File: config.mk
export PLATFORM = sky130hd
export DESIGN_NAME = uart_rx_param
export DESIGN_NICKNAME = d
export VERILOG_FILES = /design/src/rtl/uart_rx_param.sv
export SDC_FILE = /design/constraint.sdc
export NUM_CORES = 1
export LEC_CHECK = 0
export CAP_MARGIN = 25
export CELL_PAD_IN_SITES_DETAIL_PLACEMENT = 1
export CELL_PAD_IN_SITES_GLOBAL_PLACEMENT = 1
export CORE_MARGIN = 2
export CORE_UTILIZATION = 49
export CTS_CLUSTER_SIZE = 30
export DETAILED_ROUTE_END_ITERATION = 6
export DONT_BUFFER_PORTS = 1
export GPL_TIMING_DRIVEN = 0
export PLACE_DENSITY = 0.84
export SLEW_MARGIN = 20
export SYNTH_ARGS = -nofsm -noshare
export SYNTH_HDL_FRONTEND = slang
export SYNTH_SLANG_ARGS = --single-unit
export TNS_END_PERCENT = 50
File: constraint.sdc
create_clock -name clk -period 3.9 [get_ports clk]
set_clock_uncertainty 0.05 [all_clocks]
set_input_delay 0.975 -clock clk [delete_from_list [all_inputs] [get_ports clk]]
set_output_delay 0.975 -clock clk [all_outputs]
set_load 0.01 [all_outputs]
File: src/rtl/uart_rx_param.sv
// UART receiver with runtime frame format, 2-of-3 majority bit sampling,
// valid/ready output holding the word and its error flags, sticky overrun.
module uart_rx_param #(
  parameter int unsigned CLK_HZ = 25000000,
  parameter int unsigned DIV_W  = 16,
  parameter int unsigned DATA_W = 8
) (
  input  logic              clk,
  input  logic              rst_n,
  input  logic              rx,
  input  logic              en,
  input  logic [DIV_W-1:0]  div,
  input  logic [3:0]        data_len,
  input  logic              parity_en,
  input  logic              parity_type,
  input  logic [1:0]        stop_bits,
  output logic [DATA_W-1:0] m_data,
  output logic              m_valid,
  input  logic              m_ready,
  output logic              parity_err,
  output logic              frame_err,
  output logic              break_det,
  output logic              overrun,
  output logic              busy
);
  localparam int unsigned LEN_W = 4;

  if (DATA_W < 5 || DATA_W > 9 || CLK_HZ == 0) begin : g_param_check
    $error("uart_rx_param: DATA_W must be 5..9 and CLK_HZ nonzero");
  end

  typedef enum logic [2:0] {IDLE, START, DATA, PARITY, STOP} state_t;

  state_t             state, state_n;
  logic [DIV_W-1:0]   cnt, cnt_n;
  logic               rx_m, rx_s, rx_d;
  logic               samp_lo, samp_lo_n, samp_mid, samp_mid_n;
  logic [DIV_W-1:0]   div_l, div_l_n;
  logic [LEN_W-1:0]   len_l, len_l_n, bit_idx, bit_idx_n;
  logic               par_en_l, par_en_l_n, par_type_l, par_type_l_n;
  logic [1:0]         stop_l, stop_l_n;
  logic               stop_idx, stop_idx_n;
  logic [DATA_W-1:0]  shift, shift_n;
  logic               par_acc, par_acc_n, zero_acc, zero_acc_n;
  logic               ferr_acc, ferr_acc_n, brk_acc, brk_acc_n;
  logic [DATA_W-1:0]  m_data_n;
  logic               m_valid_n, parity_err_n, frame_err_n, break_det_n;
  logic               overrun_n, busy_n;

  logic               fall_c, vote_c, at_vote_c, at_end_c, done_c, accept_c;
  logic [DIV_W-1:0]   mid_c, mid_m1_c, mid_p1_c;
  logic [LEN_W-1:0]   len_clamp_c;

  // Two-flop synchronizer plus one delay stage for falling-edge detection
  always_ff @(posedge clk or negedge rst_n) begin
    if (!rst_n) begin
      rx_m <= 1'b1;
      rx_s <= 1'b1;
      rx_d <= 1'b1;
    end else begin
      rx_m <= rx;
      rx_s <= rx_m;
      rx_d <= rx_s;
    end
  end

  assign fall_c    = rx_d & ~rx_s;
  assign mid_c     = div_l >> 1;
  assign mid_m1_c  = mid_c - DIV_W'(1);
  assign mid_p1_c  = mid_c + DIV_W'(1);
  assign at_vote_c = (cnt == mid_p1_c);
  assign at_end_c  = (cnt == div_l);
  assign vote_c    = (samp_lo & samp_mid) | (samp_lo & rx_s) | (samp_mid & rx_s);
  assign accept_c  = m_valid & m_ready;

  always_comb begin
    if (data_len < LEN_W'(5))              len_clamp_c = LEN_W'(5);
    else if (data_len > LEN_W'(DATA_W))    len_clamp_c = LEN_W'(DATA_W);
    else                                   len_clamp_c = data_len;
  end

  always_ff @(posedge clk or negedge rst_n) begin
    if (!rst_n) begin
      state      <= IDLE;
      cnt        <= '0;
      samp_lo    <= 1'b1;
      samp_mid   <= 1'b1;
      div_l      <= '0;
      len_l      <= '0;
      bit_idx    <= '0;
      par_en_l   <= 1'b0;
      par_type_l <= 1'b0;
      stop_l     <= '0;
      stop_idx   <= 1'b0;
      shift      <= '0;
      par_acc    <= 1'b0;
      zero_acc   <= 1'b0;
      ferr_acc   <= 1'b0;
      brk_acc    <= 1'b0;
      m_data     <= '0;
      m_valid    <= 1'b0;
      parity_err <= 1'b0;
      frame_err  <= 1'b0;
      break_det  <= 1'b0;
      overrun    <= 1'b0;
      busy       <= 1'b0;
    end else begin
      state      <= state_n;
      cnt        <= cnt_n;
      samp_lo    <= samp_lo_n;
      samp_mid   <= samp_mid_n;
      div_l      <= div_l_n;
      len_l      <= len_l_n;
      bit_idx    <= bit_idx_n;
      par_en_l   <= par_en_l_n;
      par_type_l <= par_type_l_n;
      stop_l     <= stop_l_n;
      stop_idx   <= stop_idx_n;
      shift      <= shift_n;
      par_acc    <= par_acc_n;
      zero_acc   <= zero_acc_n;
      ferr_acc   <= ferr_acc_n;
      brk_acc    <= brk_acc_n;
      m_data     <= m_data_n;
      m_valid    <= m_valid_n;
      parity_err <= parity_err_n;
      frame_err  <= frame_err_n;
      break_det  <= break_det_n;
      overrun    <= overrun_n;
      busy       <= busy_n;
    end
  end

  // Frame sequencing, per-bit accumulation and output handshake
  always_comb begin
    state_n      = state;
    cnt_n        = cnt + DIV_W'(1);
    samp_lo_n    = samp_lo;
    samp_mid_n   = samp_mid;
    div_l_n      = div_l;
    len_l_n      = len_l;
    bit_idx_n    = bit_idx;
    par_en_l_n   = par_en_l;
    par_type_l_n = par_type_l;
    stop_l_n     = stop_l;
    stop_idx_n   = stop_idx;
    shift_n      = shift;
    par_acc_n    = par_acc;
    zero_acc_n   = zero_acc;
    ferr_acc_n   = ferr_acc;
    brk_acc_n    = brk_acc;
    m_data_n     = m_data;
    m_valid_n    = m_valid;
    parity_err_n = parity_err;
    frame_err_n  = frame_err;
    break_det_n  = break_det;
    overrun_n    = overrun;
    done_c       = 1'b0;

    if (cnt == mid_m1_c) samp_lo_n  = rx_s;
    if (cnt == mid_c)    samp_mid_n = rx_s;

    case (state)
      IDLE: begin
        cnt_n = '0;
        if (en && fall_c) begin
          state_n      = START;
          div_l_n      = div;
          len_l_n      = len_clamp_c;
          par_en_l_n   = parity_en;
          par_type_l_n = parity_type;
          stop_l_n     = stop_bits;
          stop_idx_n   = 1'b0;
          bit_idx_n    = '0;
          shift_n      = '0;
          par_acc_n    = 1'b0;
          zero_acc_n   = 1'b1;
          ferr_acc_n   = 1'b0;
          brk_acc_n    = 1'b0;
        end
      end
      START: begin
        if (at_vote_c && vote_c) begin
          state_n = IDLE;
          cnt_n   = '0;
        end else if (at_end_c) begin
          state_n = DATA;
          cnt_n   = '0;
        end
      end
      DATA: begin
        if (at_vote_c) begin
          shift_n    = shift | (DATA_W'(vote_c) << bit_idx);
          par_acc_n  = par_acc ^ vote_c;
          zero_acc_n = zero_acc & ~vote_c;
        end
        if (at_end_c) begin
          cnt_n = '0;
          if (bit_idx == len_l - LEN_W'(1)) state_n = par_en_l ? PARITY : STOP;
          else                              bit_idx_n = bit_idx + LEN_W'(1);
        end
      end
      PARITY: begin
        if (at_vote_c) begin
          par_acc_n  = par_acc ^ vote_c;
          zero_acc_n = zero_acc & ~vote_c;
        end
        if (at_end_c) begin
          state_n = STOP;
          cnt_n   = '0;
        end
      end
      STOP: begin
        // Only the first stop bit is sampled except in 2-stop mode
        if (at_vote_c && (!stop_idx || stop_l == 2'd1)) ferr_acc_n = ferr_acc | ~vote_c;
        if (at_vote_c && !stop_idx)                     brk_acc_n  = zero_acc & ~vote_c;
        if (!stop_idx) done_c = at_vote_c && (stop_l != 2'd1) && (stop_l != 2'd2);
        else           done_c = (stop_l == 2'd1) ? at_vote_c : (cnt == mid_c);
        if (done_c) begin
          state_n = IDLE;
          cnt_n   = '0;
        end else if (at_end_c) begin
          stop_idx_n = 1'b1;
          cnt_n      = '0;
        end
      end
      default: begin
        state_n = IDLE;
        cnt_n   = '0;
      end
    endcase

    if (!en) begin
      state_n = IDLE;
      cnt_n   = '0;
      done_c  = 1'b0;
    end

    if (done_c) begin
      if (!m_valid || m_ready) begin
        m_valid_n    = 1'b1;
        m_data_n     = shift_n;
        parity_err_n = par_en_l & (par_acc_n ^ par_type_l);
        frame_err_n  = ferr_acc_n | brk_acc_n;
        break_det_n  = brk_acc_n;
      end else begin
        overrun_n = 1'b1;
      end
    end else if (accept_c) begin
      m_valid_n = 1'b0;
      overrun_n = 1'b0;
    end

    busy_n = (state_n != IDLE);
  end

endmodule

==> metrics.csv, run 1 <==
metric,value,unit
status,"complete, no violations",
relative slew slack,0.380,
register area share after synthesis,0.393,
Crit. Startpoint,div_l[15]$_DFFE_PN0P_,
"Cell Chain, Critical Path",clkbuf_1 > xor2_2 > mux2_2 > a31oi_1 > nand2b_1 > or2_1 > o21a_1 > a211oi_4 > buf_2 > nor4_1,
VDD IR max,0.219,mV
most frequent cells after synthesis,"100 x nand2_1, 74 x dfrtp_1, 36 x nor2_1, 36 x xnor2_1, 35 x clkbuf_1",
CTS Hold Bufs,0,
CP arrival,3880,ps
Area contributors post-synth,"dfrtp_1 37%, nand2_1 7.4%, xnor2_1 6.3%",
top-count cell post-synth,nand2_1,
Max Root-Sink Buffers,2,
Worst R2R Setup Slack,190,ps
Wirelength per Cell,20.1,um
Synthesized Nets,618,
CTS buffer count,9,
mapped cell area,5040,um2
clk slew on worst S/H paths,90,ps
layout cells sized above 1,0.110,
Tmin final,3710,ps
Max Clk Rate,269,MHz
largest area contributor in the netlist,dfrtp_1,
Via Count,4423,
clock root buffer,clkbuf_8,
Final Hold Fails,0,
Die Ht,105,um
top_reg_cell synth,dfrtp_1,
leak pwr,2.21,nW
Worst path max stage delay,460,ps
"Setup violations, final",0,
CTS tree,built,
clock sinks,79,
setup TNS,0,ps
Unique masters post-synth,67,
Clock Latency Late Sink,360,ps
I/O pins,43,
die area,11100,um2
max cap viols,0,
crit path to,cnt[11]$_DFF_PN0_,
ys async rst share,1.00,
drt total wl,14800,um
Layout Nets,629,
"EDFF count, synth",0,
core area,10100,um2
# rows,37,
setup repair bufs after CTS,0,
Initial DRC Count,226,
Cells after Synth,584,
post-synth top area share,0.367,
number of global-route vias before repair,4801,
worst min path class,input pin to asynchronous set/reset pin,
multi-input logic area,2850,um2
H-tree depth,3,
fill cell count,1198,
post-DP HPWL,11000,um
Reg-to-Reg Start,div_l[15]$_DFFE_PN0P_,
#FFs+latches synth,79,
Slew @ Worst Pin,928,ps
global-route wire length before repair,24400,um
initial antenna violation count,0,
Critical Path Sink Type,flop,
CP Launch Type,flop,
largest net degree at the start of global routing,80,
vias per cell,6.01,
Final period util,0.952,
DRC violations left,0,
gr ovfl total,0,
die width,105,um
Area Growth Syn to Fin,7.52,%
Ant. Diodes,0,
IO buf count,0,
Crit Path Max Fanout,10,
GP Congestion,0.899,
Initial Utilization,0.497,
drt first pass iters,4,
final core occ,0.534,
Critical Path RT,4070,ps
slowest CP cell,a31oi_1,
gr usage total,0.280,
power per cell area,375,nW/um2
antenna-violating nets left,0,
RSZ-0062 raised after global routing,no,
hold slack,241,ps
Worst R2R Path Depth,10,
r2r endpoint,cnt[11]$_DFF_PN0_,
Syn. warnings,0,
kind of critical path,flop to flop,
Synth Area per Inst,8.63,um2
final-report max-slew violation count,0,
Reg area,1980,um2
## power breakdown
group	switching (mW)	internal [mW]
Sequential	0.0467	0.871
Clock	0.337	0.251
Combinational	0.332	0.194
## area by class of cell
class	count	share of cell area
Clock inverter	6	0.00785
Buffer	46	0.0365
Sequential cell	79	0.366
Tap cell	136	0.0314
Clock buffer	10	0.0254
Multi-Input combinational cell	448	0.525
Inverter	11	0.00762
## metal layers
| metal | track usage | part of all wire | up-vias |
|---|---|---|---|
| li1 | - | - | 2064 |
| met1 | 0.341 | 0.42 | 2234 |
| met2 | 0.506 | 0.52 | 97 |
| met3 | 0.0427 | 0.033 | 28 |
| met4 | 0.0905 | 0.023 | 0 |
| met5 | 0 | 0 | - |
## flip-flops by register name, indices dropped and copies added (netlist names), 2 cells and up
name,flops
cnt,16
div_l,16
m_data,8
shift,8
bit_idx,4
len_l,4
state,3
stop_l,2
## cells by family after synthesis
family                   Yosys count  synth area share
flip-flops                        79             0.393
multiplexers                      18            0.0397
AO/OA/AOI/OAI                     79             0.108
AND/OR/NAND/NOR                  276             0.277
adder cells (fa/ha/maj)            6            0.0144
buffers and inverters             57            0.0474
XOR/XNOR                          69             0.120
## stage by stage
stage | worst slack (ps) | power (mW) | cell area, um2 | instances
2_1_floorplan | 868 | 1.30 | 5040 | 584
3_3_place_gp | 191 | 1.42 | 5210 | 720
3_5_place_dp | 24.4 | 1.45 | 5210 | 720
4_1_cts | 4.08 | 2.03 | 5390 | 736
5_1_grt | 26.3 | 2.13 | 5420 | 736
6_report | 188 | 2.03 | 5420 | 736
## worst min path at each step
stage | slack, ps | from | to
6_report | 240 | rst_n | div_l[11]$_DFFE_PN0P_
5_1_grt | 220 | rst_n | div_l[11]$_DFFE_PN0P_
4_1_cts | 220 | rst_n | div_l[11]$_DFFE_PN0P_
3_3_place_gp | 300 | rx_m$_DFF_PN1_ | rx_s$_DFF_PN1_
2_1_floorplan | 300 | rx_m$_DFF_PN1_ | rx_s$_DFF_PN1_
3_5_place_dp | 300 | rx_m$_DFF_PN1_ | rx_s$_DFF_PN1_
## what timing repair did
action | CTS | global route
setup endpoints to repair | 0 | 12
gates resized for setup | 0 | 4
endpoints found under the hold margin | 0 | 0
## worst max-delay path: cells and delay by family (launching register included)
family / cells / cell delay (ps)
XOR/XNOR: 1 / 390
AO/OA/AOI/OAI: 3 / 1170
flip-flops: 1 / 330
buffers and inverters: 2 / 710
AND/OR/NAND/NOR: 3 / 520
multiplexers: 1 / 380
## cell usage in the layout, fill, tap and decap left out, types with 4 or more instances in the layout
cell type	count
nand3b_1	5
mux2_2	15
nor3_1	13
dfstp_2	5
nor4_1	25
ha_1	5
buf_2	5
o21ai_0	19
xnor2_1	36
or2_2	6
inv_1	11
nand2b_1	7
nor2b_1	4
a211oi_1	5
clkbuf_1	35
a221oi_1	4
a21oi_1	16
o31ai_1	6
nand4_1	16
nand2_1	100
nand3_1	27
clkbuf_8	10
dfrtp_1	74
or3_1	6
and3_1	9
xor2_1	31
nor2_1	36
Power figures use the tool's default switching activity.
==> inputs of run 2 (changes only) <==
--- a/config.mk
+++ b/config.mk
@@ -9,12 +9,12 @@
 export CELL_PAD_IN_SITES_DETAIL_PLACEMENT = 1
 export CELL_PAD_IN_SITES_GLOBAL_PLACEMENT = 1
 export CORE_MARGIN = 2
-export CORE_UTILIZATION = 49
+export CORE_UTILIZATION = 45
 export CTS_CLUSTER_SIZE = 30
 export DETAILED_ROUTE_END_ITERATION = 6
 export DONT_BUFFER_PORTS = 1
 export GPL_TIMING_DRIVEN = 0
-export PLACE_DENSITY = 0.84
+export PLACE_DENSITY = 0.79
 export SLEW_MARGIN = 20
 export SYNTH_ARGS = -nofsm -noshare
 export SYNTH_HDL_FRONTEND = slang
==> constraint.sdc (replaced) <==
create_clock -name clk -period 3.9 [get_ports clk]
set_clock_uncertainty 0.05 [all_clocks]
set_input_delay 0.975 -clock clk [delete_from_list [all_inputs] [get_ports clk]]
set_output_delay 0.975 -clock clk [all_outputs]
set_load 0.05 [all_outputs]
==> run 2 against run 1 <==
Against the previous run: die area is 8.6% higher; setup slack better by 150 ps; largest power group unchanged; sequential share of layout area decreased by 0.16 points; flip-flop and latch count unchanged; critical endpoint is now cnt[9]$_DFF_PN0_.
==> metrics.csv, run 2 (synthesized netlist as in run 1, its figures left out) <==
metric,value,unit
status,"complete, no violations",
Critical Path Stages,10,
CP arrival,3750,ps
worst min path class,input pin to asynchronous set/reset pin,
RSZ-0062 raised after global routing,no,
Final period util,0.914,
initial antenna violation count,0,
die area,12100,um2
IO buf count,0,
slowest CP cell,or3b_2,
Crit Path Max Fanout,10,
clock root buffer,clkbuf_8,
Slew @ Worst Pin,1010,ps
"Setup violations, final",0,
antenna-violating nets left,0,
relative slew slack,0.323,
Worst R2R Path Depth,10,
kind of critical path,flop to flop,
Sw Ratio,0.348,
H-tree depth,3,
combinational power share,0.242,
number of global-route vias before repair,4677,
CP Launch Type,flop,
"Cell Chain, Critical Path",clkbuf_1 > or3b_2 > a2111oi_0 > nor2_1 > a221oi_1 > a32oi_1 > o21a_1 > a211oi_4 > buf_2 > nor4_1,
clk slew on worst S/H paths,100,ps
fin cells,739,
core area,10900,um2
placed insts,724,
I/O pins,43,
Ant. Diodes,0,
vias per cell,5.90,
part of the power in registers,0.440,
biggest registers after layout,"cnt: 16 flops, div_l: 16 flops",
Critical Path RT,4080,ps
DRC violations left,0,
"most common cell after layout, fill and taps aside",nand2_1,
global-route wire length before repair,24000,um
Max Root-Sink Buffers,2,
Worst path max stage delay,500,ps
Tmin final,3560,ps
Pwr Total,2.11,mW
most frequent cells in the layout,"100 x nand2_1, 74 x dfrtp_1, 36 x nor2_1, 36 x xnor2_1, 33 x clkbuf_1",
drt first pass iters,4,
# rows,38,
Switch Pwr,734,uW
gr ovfl total,0,
layout cells sized above 1,0.110,
Critical Path Sink Type,flop,
largest net degree at the start of global routing,80,
Wirelength per Cell,19.6,um
leak pwr,2.22,nW
Area Growth Syn to Fin,7.99,%
CTS buffer count,9,
Max Clk Rate,281,MHz
post-DP HPWL,10900,um
Internal,1.37,mW
Initial Utilization,0.463,
Layout Nets,628,
Clock power frac,0.318,
Die Ht,110,um
Final Hold Fails,0,
Clock Latency Late Sink,390,ps
max cap viols,0,
Initial DRC Count,171,
VDD IR max,0.348,mV
CTS tree,built,
final-report max-slew violation count,0,
Via Count,4362,
worst path buffer plus inverter count,2,
power per cell area,387,nW/um2
die width,110,um
clock sinks,79,
gr usage total,0.263,
drt total wl,14500,um
GP Congestion,0.881,
CP top delay family,compound AO/OA/AOI/OAI gates,
## run 2: changes by cell type in the layout (fill, tap and decap cells not counted), sizes merged
| cell | before | now |
|---|---|---|
| bufinv | 0 | 1 |
| clkinvlp | 2 | 1 |
| inv | 13 | 16 |
| clkinv | 2 | 0 |
| clkbuf | 45 | 43 |
## run 2: path summary, 6_finish.rpt
check                           slack, ps                    to             startpoint
worst min-delay path                  220  div_l[0]$_DFFE_PN0P_                  rst_n
max in group asynchronous            3340  samp_mid$_DFFE_PN1P_                  rst_n
worst max-delay path                  340      cnt[9]$_DFF_PN0_  div_l[10]$_DFFE_PN0P_
min in group clk                      310        rx_s$_DFF_PN1_         rx_m$_DFF_PN1_
worst max register to register        340      cnt[9]$_DFF_PN0_  div_l[10]$_DFFE_PN0P_
worst min register to register        310        rx_s$_DFF_PN1_         rx_m$_DFF_PN1_
## run 2: through the flow
| step | setup TNS [ps] | instance area [um2] | hold WS [ps] | utilization | setup WS [ps] |
|---|---|---|---|---|---|
| finish | 0 | 5440 | 223 | 0.500 | 336 |
| global route | 0 | 5440 | 193 | 0.500 | 78.4 |
| CTS | 0 | 5430 | 197 | 0.499 | 78.8 |
| detailed placement | -239 | 5220 | 300 | 0.479 | -41.7 |
| global placement | 0 | 5220 | 296 | 0.479 | 102 |
| floorplan | 0 | 5040 | 295 | - | 868 |
## run 2: routing by layer
layer,wire [um],global-route usage,vias to the layer above
met5,0,0,-
met4,279,0.0832,0
met3,588,0.0599,17
met2,7400,0.454,87
met1,6230,0.324,2196
li1,-,-,2062
## run 2: repair_timing
item | 4_1_cts | 5_1_grt
hold buffers | 0 | 0
setup buffers | 0 | 0
resized for setup | 1 | 4
endpoints found under the hold margin | 0 | 0
gates cloned | 0 | 0
setup endpoints to repair | 11 | 11
## run 2: power groups by stage
stage	registers (mW)	logic [mW]	clock network, mW
after floorplan	0.919	0.385	0
after global placement	0.933	0.489	0
after detailed placement	0.936	0.510	0
after CTS	0.921	0.514	0.691
after global routing	0.936	0.567	0.725
final	0.927	0.510	0.671
## run 2: area by class of cell
| cell class | instances | area [um2] |
|---|---|---|
| inverters | 11 | 41.3 |
| clock inverters | 7 | 83.8 |
| flip-flops and latches | 79 | 1980 |
| fillers | 1327 | 5450 |
| clock buffers | 9 | 124 |
| well taps | 140 | 175 |
| multi-input cells | 448 | 2840 |
| plain buffers | 45 | 195 |
==> inputs of run 3 (changes only) <==
--- a/config.mk
+++ b/config.mk
@@ -8,8 +8,10 @@
 export CAP_MARGIN = 25
 export CELL_PAD_IN_SITES_DETAIL_PLACEMENT = 1
 export CELL_PAD_IN_SITES_GLOBAL_PLACEMENT = 1
+export CORE_ASPECT_RATIO = 1.1
 export CORE_MARGIN = 2
 export CORE_UTILIZATION = 45
+export CTS_BUF_LIST = sky130_fd_sc_hd__clkbuf_4 sky130_fd_sc_hd__clkbuf_8
 export CTS_CLUSTER_SIZE = 30
 export DETAILED_ROUTE_END_ITERATION = 6
 export DONT_BUFFER_PORTS = 1
==> run 3 against run 2 <==
Against the previous run: largest cell class unchanged; via count grew 1.3%; highest routed layer unchanged; non-clock buffer count stayed put; critical path type unchanged; die area barely moved; count of clock-buffer cells in the layout is 1 higher; design area is 0.32% higher; combinational power is essentially flat.
==> metrics.csv, run 3 (synthesized netlist as in run 1, its figures left out) <==
metric,value,unit
status,"complete, no violations",
Max Clk Rate,277,MHz
clock sinks,79,
antenna-violating nets left,0,
Critical Path Sink Type,flop,
biggest registers after layout,"cnt: 16 flops, div_l: 16 flops",
relative slew slack,0.333,
slowest CP cell,or3b_2,
Clock Latency Late Sink,370,ps
Slew @ Worst Pin,992,ps
number of global-route vias before repair,4861,
final-report max-slew violation count,0,
"most common cell after layout, fill and taps aside",nand2_1,
VDD IR max,0.192,mV
die width,105,um
setup repair bufs after CTS,0,
die area,12100,um2
r2r endpoint,cnt[8]$_DFF_PN0_,
core area,10900,um2
global-route wire length before repair,24500,um
CTS Hold Bufs,0,
area post-placement,5220,um2
Final period util,0.925,
Ant. Diodes,0,
Die Ht,115,um
DRC violations left,0,
clk slew on worst S/H paths,80,ps
largest net degree at the start of global routing,80,
Crit Path Max Fanout,10,
# rows,40,
Via Count,4419,
setup TNS,0,ps
CTS buffer count,9,
Post-CTS Resized,0,
drt total wl,14600,um
CP arrival,3780,ps
Final Hold Fails,0,
Layout Nets,628,
leak pwr,2.23,nW
Worst R2R Path Depth,10,
worst min path class,input pin to asynchronous set/reset pin,
Critical Path RT,4070,ps
Initial DRC Count,140,
Initial Utilization,0.462,
Worst R2R Setup Slack,290,ps
gr ovfl total,0,
Wirelength per Cell,19.6,um
hold slack,245,ps
Area Growth Syn to Fin,8.34,%
max cap viols,0,
GP Congestion,0.953,
"Setup violations, final",0,
drt first pass iters,4,
H-tree depth,3,
"Cell Chain, Critical Path",clkbuf_1 > or3b_2 > a2111oi_0 > nor2_1 > a221oi_1 > a32oi_1 > o21a_1 > a211oi_4 > buf_2 > nor4_1,
Worst path max stage delay,510,ps
CTS tree,built,
Final Cell Area,5460,um2
clock root buffer,clkbuf_8,
kind of critical path,flop to flop,
Tmin final,3610,ps
vias per cell,5.92,
Max Root-Sink Buffers,2,
I/O pins,43,
IO buf count,0,
initial antenna violation count,0,
Reg-to-Reg Start,div_l[10]$_DFFE_PN0P_,
gr usage total,0.259,
power per cell area,390,nW/um2
most frequent cells in the layout,"100 x nand2_1, 74 x dfrtp_1, 36 x nor2_1, 36 x xnor2_1, 34 x clkbuf_1",
RSZ-0062 raised after global routing,no,
CP Launch Type,flop,
post-DP HPWL,10800,um
layout cells sized above 1,0.107,
==> run 3: power by group <==
part           switching [mW]  internal [mW]  leakage, nW  total, mW
Clock                   0.324          0.372        0.110      0.697
Sequential             0.0542          0.871         1.04      0.926
Combinational           0.317          0.192         1.08      0.509
==> run 3: final cells by class <==
cell class	instances	area (um2)
Sequential cell	79	1980
Multi-Input combinational cell	448	2830
Tap cell	147	184
Fill cell	1349	5450
Inverter	11	41.3
Clock inverter	6	93.8
Clock buffer	10	131
Buffer	45	194
==> run 3: worst max path at each step <==
| stage | slack (ps) | startpoint | endpoint |
|---|---|---|---|
| final | 290 | div_l[10]$_DFFE_PN0P_ | cnt[8]$_DFF_PN0_ |
| after global routing | 60 | div_l[10]$_DFFE_PN0P_ | cnt[12]$_DFF_PN0_ |
| after CTS | 80 | div_l[15]$_DFFE_PN0P_ | cnt[12]$_DFF_PN0_ |
| after detailed placement | 130 | div_l[15]$_DFFE_PN0P_ | cnt[12]$_DFF_PN0_ |
| after global placement | 150 | div_l[15]$_DFFE_PN0P_ | cnt[7]$_DFF_PN0_ |
| after floorplan | 870 | div_l[6]$_DFFE_PN0P_ | samp_lo$_DFFE_PN1N_ |
==> run 3: per-layer routing <==
metal  wire length, um  track usage  vias up
met4               468        0.130        0
met1              6160        0.299     2228
li1                  -            -     2064
met5                 0            0        -
met3               494       0.0397       31
met2              7510        0.470       96
==> run 3: per-stage QoR <==
stage          power, mW  utilization  instances  setup slack (ps)
3_3_place_gp        1.42        0.479        731               149
4_1_cts             2.15        0.499        747              76.5
2_1_floorplan       1.30            -        584               868
3_5_place_dp        1.44        0.479        731               134
6_report            2.13        0.500        746               292
5_1_grt             2.23        0.500        746              58.5
==> run 3: critical path: cells and delay by family (launching register included) <==
family / cells / cell delay [ps]
simple gates: 3 / 740
buf+inv: 2 / 570
compound gates: 5 / 1720
flops: 1 / 390
